## src/rtl/and3_event_qualifier_if.sv

```systemverilog
// Bundle of the qualifier's data-path signals: raw AND-tree input and controls
// going in, qualified level, edge pulses and event count coming out.
interface and3_event_qualifier_if #(
  parameter int CNT_WIDTH = 8
);
  logic                 d;
  logic                 en;
  logic                 clr;
  logic                 q;
  logic                 rise;
  logic                 fall;
  logic [CNT_WIDTH-1:0] count;
  logic                 ovf;

  modport master (
    output d, en, clr,
    input  q, rise, fall, count, ovf
  );

  modport slave (
    input  d, en, clr,
    output q, rise, fall, count, ovf
  );
endinterface

```

## src/rtl/and3_event_qualifier.sv

```systemverilog
// Synchronises the raw 3-input AND output, debounces it with a hysteresis FSM and
// publishes a qualified level, registered rise/fall pulses and a saturating event count.
module and3_event_qualifier #(
  parameter int DEBOUNCE_CYCLES = 4,
  parameter int CNT_WIDTH       = 8
) (
  input  logic                  clk,
  input  logic                  rst_n,
  and3_event_qualifier_if.slave bus
);

  localparam logic [1:0] ST_IDLE   = 2'd0;
  localparam logic [1:0] ST_ARM    = 2'd1;
  localparam logic [1:0] ST_ACTIVE = 2'd2;
  localparam logic [1:0] ST_DISARM = 2'd3;

  localparam logic [7:0]           DEB_LIMIT = 8'(DEBOUNCE_CYCLES);
  localparam logic [CNT_WIDTH-1:0] CNT_MAX   = {CNT_WIDTH{1'b1}};
  localparam logic [CNT_WIDTH-1:0] CNT_ONE   = {{(CNT_WIDTH-1){1'b0}}, 1'b1};

  logic                 sync1_q;
  logic                 sync2_q;
  logic [1:0]           state_q, state_d;
  logic [7:0]           timer_q, timer_d;
  logic                 level_q, level_d;
  logic                 rise_q,  rise_d;
  logic                 fall_q,  fall_d;
  logic [CNT_WIDTH-1:0] count_q, count_d;
  logic                 ovf_q,   ovf_d;

  // Two-flop synchroniser for the asynchronous, glitch-prone AND output.
  always_ff @(posedge clk or negedge rst_n) begin
    if (!rst_n) begin
      sync1_q <= 1'b0;
      sync2_q <= 1'b0;
    end else begin
      sync1_q <= bus.d;
      sync2_q <= sync1_q;
    end
  end

  // Hysteresis FSM: a level change needs DEBOUNCE_CYCLES+1 consecutive opposite samples.
  always_comb begin
    state_d = state_q;
    timer_d = timer_q;
    level_d = level_q;
    rise_d  = 1'b0;
    fall_d  = 1'b0;
    if (!bus.en) begin
      state_d = ST_IDLE;
      timer_d = 8'd0;
      level_d = 1'b0;
      fall_d  = (state_q == ST_ACTIVE) || (state_q == ST_DISARM);
    end else begin
      case (state_q)
        ST_IDLE: begin
          if (sync2_q) begin
            state_d = ST_ARM;
            timer_d = 8'd1;
          end else begin
            state_d = ST_IDLE;
          end
        end
        ST_ARM: begin
          if (!sync2_q) begin
            state_d = ST_IDLE;
            timer_d = 8'd0;
          end else if (timer_q == DEB_LIMIT) begin
            state_d = ST_ACTIVE;
            timer_d = 8'd0;
            level_d = 1'b1;
            rise_d  = 1'b1;
          end else begin
            timer_d = timer_q + 8'd1;
          end
        end
        ST_ACTIVE: begin
          if (!sync2_q) begin
            state_d = ST_DISARM;
            timer_d = 8'd1;
          end else begin
            state_d = ST_ACTIVE;
          end
        end
        ST_DISARM: begin
          if (sync2_q) begin
            state_d = ST_ACTIVE;
            timer_d = 8'd0;
          end else if (timer_q == DEB_LIMIT) begin
            state_d = ST_IDLE;
            timer_d = 8'd0;
            level_d = 1'b0;
            fall_d  = 1'b1;
          end else begin
            timer_d = timer_q + 8'd1;
          end
        end
        default: begin
          state_d = ST_IDLE;
          timer_d = 8'd0;
          level_d = 1'b0;
        end
      endcase
    end
  end

  // Event counter: clr takes priority over a coincident rise; ovf is sticky.
  always_comb begin
    count_d = count_q;
    ovf_d   = ovf_q;
    if (bus.clr) begin
      count_d = {CNT_WIDTH{1'b0}};
      ovf_d   = 1'b0;
    end else if (rise_d) begin
      if (count_q != CNT_MAX) begin
        count_d = count_q + CNT_ONE;
      end else begin
        ovf_d = 1'b1;
      end
    end else begin
      count_d = count_q;
    end
  end

  // State, timer and all registered outputs.
  always_ff @(posedge clk or negedge rst_n) begin
    if (!rst_n) begin
      state_q <= ST_IDLE;
      timer_q <= 8'd0;
      level_q <= 1'b0;
      rise_q  <= 1'b0;
      fall_q  <= 1'b0;
      count_q <= {CNT_WIDTH{1'b0}};
      ovf_q   <= 1'b0;
    end else begin
      state_q <= state_d;
      timer_q <= timer_d;
      level_q <= level_d;
      rise_q  <= rise_d;
      fall_q  <= fall_d;
      count_q <= count_d;
      ovf_q   <= ovf_d;
    end
  end

  assign bus.q     = level_q;
  assign bus.rise  = rise_q;
  assign bus.fall  = fall_q;
  assign bus.count = count_q;
  assign bus.ovf   = ovf_q;

endmodule

```

## src/flat_wrapper.sv

```systemverilog
// flat-port wrapper written by rule: the top's interface ports become plain ports
module and3_event_qualifier_flat 
#(
  parameter int DEBOUNCE_CYCLES = 4,
  parameter int CNT_WIDTH       = 8
)
  (clk, rst_n, bus_d, bus_en, bus_clr, bus_q, bus_rise, bus_fall, bus_count, bus_ovf);
  and3_event_qualifier_if #(.CNT_WIDTH(CNT_WIDTH)) bus_i ();
  input  logic clk;
  input  logic rst_n;
  input wire logic [$bits(bus_i.d)-1:0] bus_d;
  input wire logic [$bits(bus_i.en)-1:0] bus_en;
  input wire logic [$bits(bus_i.clr)-1:0] bus_clr;
  output wire logic [$bits(bus_i.q)-1:0] bus_q;
  output wire logic [$bits(bus_i.rise)-1:0] bus_rise;
  output wire logic [$bits(bus_i.fall)-1:0] bus_fall;
  output wire logic [$bits(bus_i.count)-1:0] bus_count;
  output wire logic [$bits(bus_i.ovf)-1:0] bus_ovf;
  assign bus_i.d = bus_d;
  assign bus_i.en = bus_en;
  assign bus_i.clr = bus_clr;
  assign bus_q = bus_i.q;
  assign bus_rise = bus_i.rise;
  assign bus_fall = bus_i.fall;
  assign bus_count = bus_i.count;
  assign bus_ovf = bus_i.ovf;
  and3_event_qualifier #(.DEBOUNCE_CYCLES(DEBOUNCE_CYCLES), .CNT_WIDTH(CNT_WIDTH)) u_core (.clk(clk), .rst_n(rst_n), .bus(bus_i));
endmodule
```

## config.mk

```make
export PLATFORM = sky130hd
export DESIGN_NAME = and3_event_qualifier_flat
export DESIGN_NICKNAME = d
export VERILOG_FILES = /design/src/rtl/and3_event_qualifier_if.sv /design/src/rtl/and3_event_qualifier.sv /design/src/flat_wrapper.sv
export SDC_FILE = /design/constraint.sdc
export NUM_CORES = 1
export LEC_CHECK = 0
export CORE_MARGIN = 2
export CORE_UTILIZATION = 48
export DETAILED_ROUTE_END_ITERATION = 10
export MAX_ROUTING_LAYER = met4
export PLACE_DENSITY = 0.72
export SYNTH_ARGS = -nofsm -noshare
export SYNTH_HDL_FRONTEND = slang
export SYNTH_SLANG_ARGS = --single-unit
```

## constraint.sdc

```tcl
create_clock -name clk -period 2.1 [get_ports clk]
set_clock_uncertainty 0.15 [all_clocks]
set_input_delay 0.525 -clock clk [delete_from_list [all_inputs] [get_ports clk]]
set_output_delay 0.525 -clock clk [all_outputs]
set_load 0.02 [all_outputs]
```

# After elaboration in Yosys (flattened, before gate mapping)
# Index checks and enable logic that the tools add are counted.
# totals
inputBits,5
out_inout_bits,12
register_bits,24
# classes
eq_ne,15
add_sub_neg,2
n_reduce_logical,9
mux,34
# op_table
operator,count
2-to-1 mux 8 bit,9
one-hot mux 8 bit (4 select lines),1
2-to-1 mux 1 bit,17
adder 8 x 1 -> 8 bit (second input constant),2
2-to-1 mux 2 bit,5
inequality test 3 x 2 -> 1 bit (second input constant),3
inequality test 3 bit (second input constant),3
equality test 8 x 3 -> 1 bit (second input constant),1
inequality test 8 bit (second input constant),1
one-hot mux 2 bit (4 select lines),1
AND reduction 2 bit,4
AND reduction 5 bit,1
equality test 2 bit (second input constant),2
inequality test 4 x 3 -> 1 bit (second input constant),1
inequality test 4 bit (second input constant),1
nonzero test 2 bit,2
inequality test 3 x 1 -> 1 bit (second input constant),1
equality test 2 x 1 -> 1 bit (second input constant),1
logical NOT 2 bit,1
inequality test 2 bit (second input constant),1
one-hot mux 1 bit (2 select lines),1
logical OR 1 bit,1

# Longest topological paths before layout
# depth
depth_word,7
depth_mapped,7
mapped_depth_nobuf,7

# Worst setup path before layout
# Ideal clock, no wire load.
# synth_path
path_type,reg-to-reg
startpoint,register u_core.timer_q[0]
endpoint,"register u_core.count_q[5], in the netlist u_core.bus.count[5]"
required_ns,1.825
setup_slack_ns,0.023
n_path_buf,0
synth_period_minus_slack_ns,2.077
stages_incl_launch_ff,7
arrival_ns,1.802
setup_time_ns,0.125
cell_sequence,dfrtp_1 > inv_1 > ha_1 > nor4b_4 > nand4_4 > nor4_1 > mux2_2
# synth_between
elab_chain_cells,7
# synth_lines
item,line,source
start: declaration,and3_event_qualifier.sv:24,"logic [7:0] timer_q, timer_d;"
start signal: assignment,and3_event_qualifier.sv:137,timer_q <= timer_d;
equality test 8 x 3 -> 1 bit,and3_event_qualifier.sv:68,end else if (timer_q == DEB_LIMIT) begin
2-to-1 mux 1 bit,and3_event_qualifier.sv:68,
2-to-1 mux 1 bit,and3_event_qualifier.sv:65,if (!sync2_q) begin
2-to-1 mux 1 bit,and3_event_qualifier.sv:55,case (state_q)
2-to-1 mux 1 bit,and3_event_qualifier.sv:49,if (!bus.en) begin
nonzero test 2 bit (no source line),n/a,
AND reduction 2 bit (no source line),n/a,
end signal: assignment,and3_event_qualifier.sv:133,count_q <= {CNT_WIDTH{1'b0}};
end signal: assignment,and3_event_qualifier.sv:141,count_q <= count_d;
end: declaration,and3_event_qualifier.sv:28,"logic [CNT_WIDTH-1:0] count_q, count_d;"
# No other way between the ends.
# A chain may end at the register's enable or synchronous reset.

# Final worst setup path
# layout_path
startpoint,"register u_core.count_q[0], in the netlist u_core.bus.count[0]"
endpoint,output port bus_count[0]
# layout_lines
item,line,source
end: declaration,flat_wrapper.sv:17,output wire logic [$bits(bus_i.count)-1:0] bus_count;
# No word-level cell between the ends.

==> summary.log <==
qor: status.run_status finished clean
qor: yosys.post_synth_xor_area_fraction 4.75%
qor: power_and_ir_drop.p_total 801 uW
qor: route.remaining_drc_errors 0
qor: yosys.synthMuxAreaShare 3.30%
qor: timing.finalWorstPathRequiredPeriod 2030 ps
qor: global_routing.globalRouteTotalUtil 19.5%
qor: floorplan.start_util 51.1%
qor: route.wl_per_cell 14.5 um
qor: power_and_ir_drop.power.combinational.fraction 9.8%
qor: floorplan.floorplan.die.width 55.8 um
qor: cts.cts_buffers 3
qor: power_and_ir_drop.p_seq_share 59.3%
qor: timing.period_share 96.8%
qor: worst_setup_path.register_to_register_setup_slack 100 ps
qor: cts.postCtsSetupRepairBufs 0
qor: worst_setup_path.cp_num_buf_inv 1
qor: yosys.post_synth_and_or_nand_nor_area_fraction 24.6%
qor: cts.clock_transition_time_at_the_flip_flop_clock_pins_of_the_worst_setup_and_hold_paths 130 ps
qor: floorplan.io-pin-count 17
qor: route.avgViaCountPerCell 5.89
qor: cells_and_area.finalNetCount 165
qor: yosys.yosys_most_used_dff dfrtp_1
qor: worst_setup_path.critical_path_peak_fanout 4
qor: cells_and_area.area.growth.synth_to_final 27.1%
qor: yosys.synth_adder_area_share 2.91%
qor: route.vias 1,095
qor: worst_setup_path.critical_path.endpoint_type output port
qor: yosys.syn_area 1290 um2
qor: worst_setup_path.worst-endpoint-required 1420 ps
qor: route.drt_wl_total 2.69 mm
qor: worst_setup_path.critical_path.cell_chain clkdlybuf4s50_1
qor: cts.hold_buffers 0
qor: timing.setup-violations-final 0
qor: floorplan.core_region_area 2520 um2
qor: yosys.ys.warnings.count 0
qor: worst_setup_path.setup.worst_path.start u_core.bus.count[0]
qor: timing.whs 218 ps
qor: timing.final.setup.tns 0 ps
qor: min_path.hold_class reg2reg
qor: floorplan.die-area 3120 um2
qor: worst_setup_path.crit_slowest_cell clkdlybuf4s50_1
qor: place.place_inst 182
qor: global_routing.grt_start_max_net_pins 25
qor: place.place_hpwl 1.96 mm
qor: worst_setup_path.setup.worst_path.start_class flip-flop
qor: power_and_ir_drop.irDropWorstVdd 377 uV
qor: route.initialDrtViolationCount 27
qor: yosys.synth_seq_area_share 46.6%
qor: global_routing.first_global_vias 1,043
qor: timing.worst_slew_pin_slew 321 ps
qor: floorplan.floorplan.die.height 55.8 um
qor: yosys.syn_avg_cell_area 10.2 um2
qor: yosys.main_combinational_cell_family_by_area_after_synthesis simple AND/OR/NAND/NOR gates
qor: yosys.synth.largest_area_cell dfrtp_1
qor: power_and_ir_drop.swShare 23.8%
qor: worst_setup_path.critPathTopFamily buffers and inverters
qor: route.first_pass_iters 4
qor: timing.postLayoutSetupSlackWorst 67.0 ps
qor: power_and_ir_drop.total_switching_power 191 uW
qor: power_and_ir_drop.clockPowerShare 31.0%
qor: yosys.synthArstFlopShare 100%
qor: cts.clock_tree.htree_level_count 1
qor: worst_setup_path.critPathMaxStageDelay 620 ps
qor: yosys.postSynthRegisterBits 24
qor: cts.numClockSinks 24
qor: yosys.synthTopCellsByArea dfrtp_1 47%, xor2_1 4.1%, ha_1 2.9%, o2111ai_1 2.7%, nor3_1 2.3%
qor: timing.finalHoldViolCount 0
qor: timing.maxSlewHeadroom 78.5%
qor: yosys.syn_inst 126
qor: power_and_ir_drop.intPower 610 uW
qor: min_path.hold_path_startpoint u_core.sync1_q
qor: timing.fmaxAchievable 0.492 GHz
qor: floorplan.rows 18
qor: yosys.share_of_the_synthesized_area_in_compound_gates_ao_oa_aoi_oai 14.3%
qor: worst_setup_path.worstReg2RegStart u_core.timer_q[1]
qor: place.gp_routability_congestion 0.844
qor: global_routing.grt_remaining_overflow 0
qor: yosys.synth.top_cell.area_share 46.6%
qor: cells_and_area.drive_gt1_share 19.9%
qor: place.place_worst_setup_slack -238 ps
qor: global_routing.grt_pass1_wl 4.72 mm
qor: cts.cts-root-to-sink-buffers 2
qor: power_and_ir_drop.power_density 489 nW/um2
qor: cells_and_area.stdcell_area 1640 um2
qor: cts.tritoncts built
qor: cts.clock_insertion_delay_worst_skew 320 ps
qor: cells_and_area.postLayoutCoreUtil 65.0%
qor: route.drtAntennaViolNets 0
qor: job.max_cap_check_violation_count 0
qor: global_routing.antenna_found_initial 0
qor: power_and_ir_drop.static_leakage 0.735 nW
qor: worst_setup_path.timing.critical_path.arrival 1360 ps
qor: place.portBuffers 16
qor: yosys.synth.net_count 134
qor: place.place_area 1590 um2
qor: timing.rsz0062_at_grt no
qor: cells_and_area.stdcell_count 186
qor: cts.clock_tree.root_cell clkbuf_4
qor: worst_setup_path.path_class reg2out
qor: cells_and_area.n_antenna_cell 0
qor: timing.final_max_slew_viol_count 0
qor: yosys.synth_enable_flop_cells 0
qor: yosys.netlist-cell-type-count 41
-- kinds of logic after synthesis --
kind of cell,Yosys count
AO/OA/AOI/OAI,26
XOR/XNOR,7
adder cells (fa/ha/maj),3
buffers and inverters,12
flip-flops,24
multiplexers,4
AND/OR/NAND/NOR,50
-- worst reg2reg max path: stages (launching register included) --
cell and delay [ps]:
dfrtp_1 400, inv_1 80, ha_1 150, nor4b_4 290, buf_4 210, a311o_1 230
o21ai_1 90, a311o_1 300
-- Yosys cell counts, types with 2 or more instances --
cell type / number
a311o_1: 2
mux2i_1: 2
ha_1: 3
nand4_1: 2
a21boi_0: 2
nor4_1: 3
clkbuf_1: 6
o21ai_0: 6
a41oi_1: 2
a21oi_1: 4
inv_1: 5
nor3_1: 6
o2111ai_1: 4
xor2_1: 6
nand3_1: 5
dfrtp_1: 24
nor4b_1: 2
and4_2: 2
nor2b_1: 3
mux2_2: 2
nand2_1: 7
nor2_1: 8
nand2b_1: 2
-- metal layers --
metal	part of all wire [%]	vias up	GRT usage (%)
met5	0	-	-
met4	1.7	0	7.48
met3	3.1	5	2.33
met2	48	26	30.1
met1	47	536	26.4
li1	-	528	-
-- cells in the final DEF (no fill, tap or decap), types with 3 or more instances in the layout --
| master | n |
|---|---|
| dfrtp_1 | 24 |
| xor2_1 | 6 |
| o2111ai_1 | 4 |
| buf_4 | 17 |
| inv_1 | 5 |
| a21oi_1 | 4 |
| nand2_1 | 7 |
| ha_1 | 3 |
| clkdlybuf4s50_1 | 12 |
| nand3_1 | 5 |
| nor2_1 | 8 |
| clkbuf_4 | 3 |
| o21ai_0 | 5 |
| nor3_1 | 6 |
| nor2b_1 | 3 |
-- area by class of cell --
class	instances	area, um2
clock buffer	4	36.3
multi-input combinational	90	656
timing repair buffer	33	290
tap	30	37.5
inverter	5	18.8
fill	207	883
sequential	24	601
-- final timing paths --
check                                      end  cells after the start
min reg2reg                     u_core.sync2_q                      0
min in group asynchronous    u_core.timer_q[6]                      2
min                             u_core.sync2_q                      0
max in group asynchronous  u_core.bus.count[1]                      2
max reg2reg                  u_core.timer_q[7]                      7
max                               bus_count[0]                      1
-- power by group through the flow --
| stage | registers [mW] | clock network, mW | logic [mW] |
|---|---|---|---|
| 2_1_floorplan | 0.485 | 0 | 0.0362 |
| 3_3_place_gp | 0.483 | 0 | 0.0765 |
| 3_5_place_dp | 0.484 | 0 | 0.0786 |
| 4_1_cts | 0.475 | 0.259 | 0.0787 |
| 5_1_grt | 0.476 | 0.273 | 0.0875 |
| 6_report | 0.475 | 0.248 | 0.0781 |
-- sequential cells by signal (all words and copies together), names as in the netlist --
name,count
u_core.bus.ovf,1
u_core.timer_q,8
u_core.bus.fall,1
u_core.bus.rise,1
u_core.sync2_q,1
u_core.bus.q,1
u_core.state_q,2
u_core.sync1_q,1
u_core.bus.count,8
-- timing repair --
item                       CTS  global route
setup endpoints to repair    2             5
gates resized for setup      2             5
pin swaps                    0             1
Note: power is estimated with default switching activity, not from simulation.
